==> src/rtl/pulpino_spi_boot_loader.sv <==
// Boot sequencer: copies a ROM image into PULPino memory over the SPI-slave
// write command, one 72-bit frame per word, then raises fetch enable.
module pulpino_spi_boot_loader #(
    parameter int unsigned NUM_WORDS = 1024,
    parameter int unsigned ROM_AW    = 10,
    parameter logic [31:0] BASE_ADDR = 32'h0000_0000,
    parameter int unsigned CLK_DIV   = 4,   // >= 1
    parameter int unsigned CS_GAP    = 4,   // >= 1
    parameter logic [7:0]  CMD_WRITE = 8'h02
) (
    input  logic              clk,
    input  logic              rst,
    input  logic              start_i,
    output logic              rom_req_o,
    output logic [ROM_AW-1:0] rom_addr_o,
    input  logic              rom_valid_i,
    input  logic [31:0]       rom_rdata_i,
    output logic              spi_clk_o,
    output logic              spi_cs_o,
    output logic              spi_sdo_o,
    output logic              busy_o,
    output logic              done_o,
    output logic              fetch_enable_o,
    output logic [31:0]       word_cnt_o
);

    localparam int unsigned DIV_W = (CLK_DIV > 1) ? $clog2(CLK_DIV) : 1;
    localparam int unsigned GAP_W = (CS_GAP > 1) ? $clog2(CS_GAP) : 1;
    localparam logic [DIV_W-1:0] DIV_LAST = DIV_W'(CLK_DIV - 1);
    localparam logic [GAP_W-1:0] GAP_LAST = GAP_W'(CS_GAP - 1);

    typedef enum logic [2:0] {
        S_IDLE,
        S_FETCH,
        S_LOAD,
        S_SHIFT,
        S_GAP,
        S_DONE
    } state_t;

    state_t            state_q, state_d;
    logic [31:0]       index_q, index_d;
    logic [71:0]       frame_q, frame_d;
    logic [6:0]        bit_cnt_q, bit_cnt_d;
    logic [DIV_W-1:0]  div_q, div_d;
    logic [GAP_W-1:0]  gap_q, gap_d;
    logic              rom_req_q, rom_req_d;
    logic [ROM_AW-1:0] rom_addr_q, rom_addr_d;
    logic              spi_clk_q, spi_clk_d;
    logic              spi_cs_q, spi_cs_d;
    logic              spi_sdo_q, spi_sdo_d;
    logic              busy_q, busy_d;
    logic              done_q, done_d;
    logic              fetch_en_q, fetch_en_d;
    logic [31:0]       word_cnt_q, word_cnt_d;
    logic [31:0]       index_nxt;

    // SoC byte address of a word; 32-bit arithmetic wraps naturally.
    function automatic logic [31:0] word_addr(input logic [31:0] idx);
        return BASE_ADDR + {idx[29:0], 2'b00};
    endfunction

    // Next-state and output computation for the load sequencer.
    always_comb begin
        state_d    = state_q;
        index_d    = index_q;
        frame_d    = frame_q;
        bit_cnt_d  = bit_cnt_q;
        div_d      = div_q;
        gap_d      = gap_q;
        rom_req_d  = rom_req_q;
        rom_addr_d = rom_addr_q;
        spi_clk_d  = spi_clk_q;
        spi_cs_d   = spi_cs_q;
        spi_sdo_d  = spi_sdo_q;
        busy_d     = busy_q;
        done_d     = done_q;
        fetch_en_d = fetch_en_q;
        word_cnt_d = word_cnt_q;
        index_nxt  = index_q + 32'd1;

        case (state_q)
            S_IDLE: begin
                if (start_i) begin
                    if (NUM_WORDS == 0) begin
                        state_d    = S_DONE;
                        done_d     = 1'b1;
                        fetch_en_d = 1'b1;
                    end else begin
                        state_d    = S_FETCH;
                        busy_d     = 1'b1;
                        index_d    = '0;
                        rom_req_d  = 1'b1;
                        rom_addr_d = '0;
                    end
                end
            end
            S_FETCH: begin
                if (rom_valid_i) begin
                    // CS and the first (MSB) bit go out as LOAD begins.
                    frame_d   = {CMD_WRITE, word_addr(index_q), rom_rdata_i};
                    rom_req_d = 1'b0;
                    state_d   = S_LOAD;
                    spi_cs_d  = 1'b0;
                    spi_sdo_d = CMD_WRITE[7];
                    bit_cnt_d = 7'd71;
                    div_d     = '0;
                end
            end
            S_LOAD: begin
                state_d = S_SHIFT;
                div_d   = '0;
            end
            S_SHIFT: begin
                if (div_q == DIV_LAST) begin
                    div_d = '0;
                    if (!spi_clk_q) begin
                        spi_clk_d = 1'b1;
                    end else begin
                        spi_clk_d = 1'b0;
                        if (bit_cnt_q != 7'd0) begin
                            // Data only moves on the falling edge, MSB first.
                            bit_cnt_d = bit_cnt_q - 7'd1;
                            frame_d   = {frame_q[70:0], 1'b0};
                            spi_sdo_d = frame_q[70];
                        end else begin
                            state_d    = S_GAP;
                            spi_cs_d   = 1'b1;
                            spi_sdo_d  = 1'b0;
                            gap_d      = '0;
                            word_cnt_d = word_cnt_q + 32'd1;
                        end
                    end
                end else begin
                    div_d = div_q + 1'b1;
                end
            end
            S_GAP: begin
                if (gap_q == GAP_LAST) begin
                    if (index_nxt == NUM_WORDS) begin
                        state_d    = S_DONE;
                        busy_d     = 1'b0;
                        done_d     = 1'b1;
                        fetch_en_d = 1'b1;
                    end else begin
                        state_d    = S_FETCH;
                        index_d    = index_nxt;
                        rom_req_d  = 1'b1;
                        rom_addr_d = index_nxt[ROM_AW-1:0];
                    end
                end else begin
                    gap_d = gap_q + 1'b1;
                end
            end
            S_DONE: begin
                state_d = S_DONE;
            end
            default: begin
                state_d = S_IDLE;
            end
        endcase
    end

    // Control and output registers; reset forces the bus idle immediately.
    always_ff @(posedge clk or posedge rst) begin
        if (rst) begin
            state_q    <= S_IDLE;
            index_q    <= '0;
            bit_cnt_q  <= '0;
            div_q      <= '0;
            gap_q      <= '0;
            rom_req_q  <= 1'b0;
            rom_addr_q <= '0;
            spi_clk_q  <= 1'b0;
            spi_cs_q   <= 1'b1;
            spi_sdo_q  <= 1'b0;
            busy_q     <= 1'b0;
            done_q     <= 1'b0;
            fetch_en_q <= 1'b0;
            word_cnt_q <= '0;
        end else begin
            state_q    <= state_d;
            index_q    <= index_d;
            bit_cnt_q  <= bit_cnt_d;
            div_q      <= div_d;
            gap_q      <= gap_d;
            rom_req_q  <= rom_req_d;
            rom_addr_q <= rom_addr_d;
            spi_clk_q  <= spi_clk_d;
            spi_cs_q   <= spi_cs_d;
            spi_sdo_q  <= spi_sdo_d;
            busy_q     <= busy_d;
            done_q     <= done_d;
            fetch_en_q <= fetch_en_d;
            word_cnt_q <= word_cnt_d;
        end
    end

    // Frame shift register is pure data and is always reloaded before use.
    always_ff @(posedge clk) begin
        frame_q <= frame_d;
    end

    assign rom_req_o      = rom_req_q;
    assign rom_addr_o     = rom_addr_q;
    assign spi_clk_o      = spi_clk_q;
    assign spi_cs_o       = spi_cs_q;
    assign spi_sdo_o      = spi_sdo_q;
    assign busy_o         = busy_q;
    assign done_o         = done_q;
    assign fetch_enable_o = fetch_en_q;
    assign word_cnt_o     = word_cnt_q;

endmodule

==> config.mk <==
export PLATFORM = sky130hd
export DESIGN_NAME = pulpino_spi_boot_loader
export DESIGN_NICKNAME = d
export VERILOG_FILES = /design/src/rtl/pulpino_spi_boot_loader.sv
export SDC_FILE = /design/constraint.sdc
export NUM_CORES = 1
export LEC_CHECK = 0
export ABC_AREA = 1
export CAP_MARGIN = 10
export CORE_UTILIZATION = 40
export CTS_BUF_LIST = sky130_fd_sc_hd__clkbuf_2
export CTS_CLUSTER_DIAMETER = 120
export DETAILED_ROUTE_END_ITERATION = 8
export DONT_BUFFER_PORTS = 1
export PLACE_DENSITY_LB_ADDON = 0.3
export SLEW_MARGIN = 15
export SYNTH_ARGS = -nofsm -noshare
export SYNTH_HDL_FRONTEND = slang
export SYNTH_SLANG_ARGS = --single-unit
==> constraint.sdc <==
create_clock -name clk -period 3.8 [get_ports clk]
set_clock_uncertainty 0.05 [all_clocks]
set_input_delay 0.76 -clock clk [delete_from_list [all_inputs] [get_ports clk]]
set_output_delay 0.76 -clock clk [all_outputs]
set_load 0.01 [all_outputs]
# Word level (Yosys, flattened, before mapping)
# Index checks and enable logic that the tools add are counted.
dict set report totals {
  input_bits 36
  out_inout_bits 49
  regBits 165
  word_cells 108
}
dict set report classes {
  n_mux 51
  reduce_logical 19
  n_addsub 5
  bitwise 1
  eq_ne 18
}
# operator n
set op_table {}
lappend op_table {{71-bit 2-to-1 mux} 4}
lappend op_table {{71-bit case mux with 2 select lines} 1}
lappend op_table {{32-bit 2-to-1 mux} 3}
lappend op_table {{32-bit by 1-bit adder with 32-bit output (second input constant)} 2}
lappend op_table {{32-bit case mux with 2 select lines} 1}
lappend op_table {{32-bit by 11-bit equality test with 1-bit output (second input constant)} 1}
lappend op_table {{10-bit 2-to-1 mux} 3}
lappend op_table {{7-bit 2-to-1 mux} 4}
lappend op_table {{3-bit 2-to-1 mux} 7}
lappend op_table {{2-bit != test (second input constant)} 10}
lappend op_table {{10-bit case mux with 2 select lines} 1}
lappend op_table {{5-bit AND reduction} 4}
lappend op_table {{3-bit case mux with 6 select lines} 1}
lappend op_table {{4-bit AND reduction} 4}
lappend op_table {{7-bit case mux with 2 select lines} 1}
lappend op_table {{1-bit 2-to-1 mux} 13}
lappend op_table {{2-bit 2-to-1 mux} 6}
lappend op_table {{7-bit nonzero test} 1}
lappend op_table {{7-bit by 1-bit subtractor with 7-bit output (second input constant)} 1}
lappend op_table {{3-bit by 2-bit equality test with 1-bit output (second input constant)} 2}
lappend op_table {{3-bit equality test (second input constant)} 2}
lappend op_table {{1-bit case mux with 2 select lines} 3}
lappend op_table {{2-bit case mux with 3 select lines} 1}
lappend op_table {{6-bit AND reduction} 1}
lappend op_table {{11 further kinds} 17}

# Depth between registers and ports, before layout
dict set report logic_depth {
  ltp_word 5
  ltp_mapped 17
}

# Worst setup path after synthesis
# OpenSTA, ideal clock, no wires.
dict set report synth_path {
  kind {register to register}
  startpoint {register state_q[1]}
  endpoint {register bit_cnt_q[5]}
  required_time_ps 3627
  slack_ps -147
  stages_incl_launch_ff 11
  arrival_time_ps 3774
  path_cell_list {dfrtp_1 > buf_2 > nand3_4 > inv_1 > o21ai_0 > o211ai_1 > nor2_2 > nand4_1 > nand3b_1 > o21ai_0 > a21oi_1}
}
dict set report synth_via {
  elab_chain_cells 3
}
# element line
set synth_rtl {}
lappend synth_rtl {{from (decl)} 41} ;# state_t state_q, state_d;
lappend synth_rtl {{from (signal assigned)} 182} ;# state_q <= state_d;
lappend synth_rtl {{3-bit by 2-bit equality test with 1-bit output or 3-bit by 1-bit equality test with 1-bit output (tied branches)} 82} ;# case (state_q)
lappend synth_rtl {{2-bit != test (no source line) or 2-bit nonzero test (tied branches)} n/a}
lappend synth_rtl {{5-bit AND reduction (no source line)} n/a}
lappend synth_rtl {{to (signal assigned)} 184} ;# bit_cnt_q <= bit_cnt_d;
lappend synth_rtl {{to (decl)} 44} ;# logic [6:0] bit_cnt_q, bit_cnt_d;
# Parallel ways exist; a longest one is shown, timed or not.
# A chain may end at the register's enable or synchronous reset.

# Final worst setup path
dict set report layout_path {
  startpoint {register index_q[1]}
  endpoint {register index_q[15]}
}
dict set report layout_via {
  elab_chain_cells 4
}
# element line
set layout_rtl {}
lappend layout_rtl {{from (decl)} 42} ;# logic [31:0] index_q, index_d;
lappend layout_rtl {{from (signal assigned)} 183} ;# index_q <= index_d;
lappend layout_rtl {{32-bit by 1-bit adder with 32-bit output (*)} 80} ;# index_nxt = index_q + 32'd1;
lappend layout_rtl {{32-bit by 11-bit equality test with 1-bit output or 32-bit 2-to-1 mux (tied branches)} 140} ;# if (index_nxt == NUM_WORDS) begin
lappend layout_rtl {{2-bit != test (no source line) or 32-bit 2-to-1 mux (tied branches)} n/a}
lappend layout_rtl {{4-bit AND reduction (no source line) or 32-bit case mux with 2 select lines (tied branches)} n/a}
# Mark *: on every way between the ends. The rest lies on a longest branch, timed or not. The select of a mux whose other input is x is not followed.

==> results by group <==
Detailed routing
  – Vias per std cell: 4.927
  – DR iter-0 viols: 491
  – DR vias: 6,104
  – DR pass1 iterations: 5
  – WL final: 17,230 um
  – Routed wire per std cell: 13.91 um
  – Final ANT Viol Nets: 0
  – DR DRC count: 0

Worst setup path
  – Critical Path AT: 3.71 ns
  – FF-to-FF path depth: 15
  – CP delay by family, top: simple AND/OR/NAND/NOR gates
  – Critical-path cell list: ha_1, inv_1, nor2_2, nand2_2, nor2_4, nand2_1, nand2_1, nand2_1, nor2_1, nand2_1, nor2_2, nand3_1, buf_4, nand4_1, nand2_1
  – CP bufs+invs: 2
  – CP dominant cell by count: nand2_1
  – Worst r2r src: index_q[1]$_DFFE_PP0P_
  – Flop-to-flop setup slack: 0.66 ns
  – CP Class: flop to flop
  – Crit end category: flop
  – Worst Path Required: 4.37 ns
  – CP max-delay cell: dfrtp_1
  – Crit-path max cell delay: 0.58 ns
  – Worst Setup Start Kind: flop
  – Reg-to-reg critical path endpoint: index_q[15]$_DFFE_PP0P_
  – CP max FO: 18

Hold path
  – Worst hold path class: primary input to flop
  – Hold path depth: 2
  – Hold Startpoint: rom_rdata_i[5]
  – Hold EP: frame_q[5]$_DFFE_PP_

Clock tree
  – Clock Sinks: 155
  – CTS tree: built
  – Max H-tree Level: 4
  – Maximum root-to-sink buffer count: 2
  – Root Buffer: clkbuf_2
  – Post-CTS Setup Bufs: 0
  – Clk pin slew, worst setup/hold paths: 0.23 ns
  – Cts bufs inserted: 17
  – Worst skew pair latency: 0.74 ns

Final layout
  – Layout area overhead: 5.946%
  – Most frequent cells in the layout: 402 x nand2_1, 87 x nor2_1, 83 x dfrtp_1
  – Commonest non-fill, non-tap cell in the layout: nand2_1
  – Nets@finish: 1,003
  – Share of layout cells above drive strength 1: 7.194%

STA
  – Period utilization: 82.56%
  – Final min period: 3.137 ns
  – Setup violators final: 0
  – Total Neg Setup Slack: 0 ns
  – Slew Limit Fails: 0
  – Final Hold Viols: 0
  – FMAX: 318.8 MHz
  – Final setup margin: 0.6629 ns
  – Slew @ Worst Pin: 0.7200 ns
  – Worst hold slack: 0.1497 ns
  – Slew Limit Headroom: 52.00%
  – RSZ-0062 raised after global routing: false

Die
  – Die area: 20,670 sq um
  – Starting Density: 41.04%
  – Core area: 19,590 sq um
  – Die Wd: 143.8 um
  – # IOs: 85
  – Die height: 143.8 um
  – Std cell rows: 51

Placement
  – Post-DP HPWL: 11,970 um
  – Dpl ws: 0.7377 ns
  – GPL Wtd Cong: 0.9021
  – Number of port buffers: 0

Run
  – Maxcap violations: 0

Yosys
  – Top-area cell type share of the netlist area: 26.52%
  – Area leader, netlist: edfxtp_1
  – Top cells by area, synth: edfxtp_1 27%, dfrtp_1 26%, nand2_1 19%
  – Avg Inst Size Synth: 8.288 sq um
  – Warnings from Yosys: 0
  – Post-Syn Nets: 1,013
  – Post-synthesis sequential area ratio: 52.68%
  – Unique masters post-synth: 42
  – Post-Syn Instances: 970
  – Flops & latches, synth: 155
  – Synthesized area: 8039 sq um

Pwr
  – Leak Pwr: 3.758 nW
  – Worst vdd ir: 0.0002513 V
  – Total power: 4.426 mW
  – Power Density: 519.7 nW/um^2

Global route
  – Global route overflow: 0
  – Pin count of the biggest net entering global routing: 80
  – Vias in the first global route: 5,674
  – Overall global routing resource usage: 17.74%
  – First-pass GRT wire length: 28,460 um
  – Antenna violations before repair: 1

Status
  – Status: complete, no violations
## where the power goes
| part | internal (mW) | switching (mW) | total (mW) |
|---|---|---|---|
| registers | 2.24 | 0.163 | 2.40 |
| clock network | 0.375 | 0.614 | 0.989 |
| logic | 0.259 | 0.776 | 1.03 |
| total | 2.87 | 1.55 | 4.43 |
## Yosys cell counts, drive strengths merged
cell,n
dfrtp,83
o21ai,32
nor3,12
xor2,21
o21a,2
a21oi,7
buf,22
nand3b,14
and2,1
nand4,40
ha,7
xnor2,15
o31ai,1
nand3,32
dfstp,1
a31oi,1
or2,1
nor4,3
edfxtp,71
nor2,104
inv,72
a21o,1
o211ai,1
nand2,406
o21bai,1
mux2,1
o22ai,1
clkbuf,16
nor3b,1
## layer usage
layer,share of wire [%],up-vias,wire (um),track usage [%]
met4,1.6,0,279,5.655
met1,49,2824,8375,25.09
li1,-,3106,-,-
met5,0,-,0,0
met2,45,151,7769,26.98
met3,4.7,23,806,3.799
## sequential cells by signal (all words and copies together) (netlist names)
register	flops
div_q	2
index_q	32
spi_sdo_o	1
spi_clk_o	1
rom_req_o	1
bit_cnt_q	7
state_q	3
busy_o	1
fetch_enable_o	1
gap_q	2
spi_cs_o	1
word_cnt_o	32
frame_q	71
## cells by family after synthesis
family / synth area share [%]
adders and majority gates: 1.089
DFF: 52.68
and+or+nand+nor: 33.06
muxes: 0.1401
xor gates and xnor gates: 3.922
buffers and inverters: 5.961
AOI/OAI and AO/OA: 3.144
## through the flow
step,area (sq um),std cells,util [%]
floorplan,8044,970,-
global placement,8243,1205,42.08
detailed placement,8243,1205,42.08
CTS,8514,1238,43.46
global route,8517,1239,43.48
finish,8517,1239,43.48
## how the worst max path moves through the flow
stage | startpoint | end | slack (ns) | depth (start not counted)
floorplan | state_q[1]$_DFFE_PP0P_ | bit_cnt_q[5]$_DFFE_PP0P_ | 0.74 | 10
global placement | index_q[1]$_DFFE_PP0P_ | index_q[27]$_DFFE_PP0P_ | 0.84 | 15
detailed placement | index_q[1]$_DFFE_PP0P_ | index_q[5]$_DFFE_PP0P_ | 0.74 | 15
CTS | index_q[1]$_DFFE_PP0P_ | index_q[17]$_DFFE_PP0P_ | 0.70 | 15
global route | index_q[1]$_DFFE_PP0P_ | index_q[17]$_DFFE_PP0P_ | 0.37 | 15
finish | index_q[1]$_DFFE_PP0P_ | index_q[15]$_DFFE_PP0P_ | 0.66 | 15
## what timing repair did
| item | in CTS | in global routing |
|---|---|---|
| gates resized for setup | 0 | 0 |
| hold buffers | 1 | 0 |
| hold endpoints to repair | 33 | 0 |
## layout make-up
cell class	instances	area, sq um
antenna	1	2.502
clock buffer	18	90.09
clock inverter	14	171.4
fill	1975	11070
inverter	72	271.5
multi-input combinational	705	3332
sequential	155	4235
tap	265	331.6
timing repair buffer	9	82.58
Power figures use the tool's default switching activity.
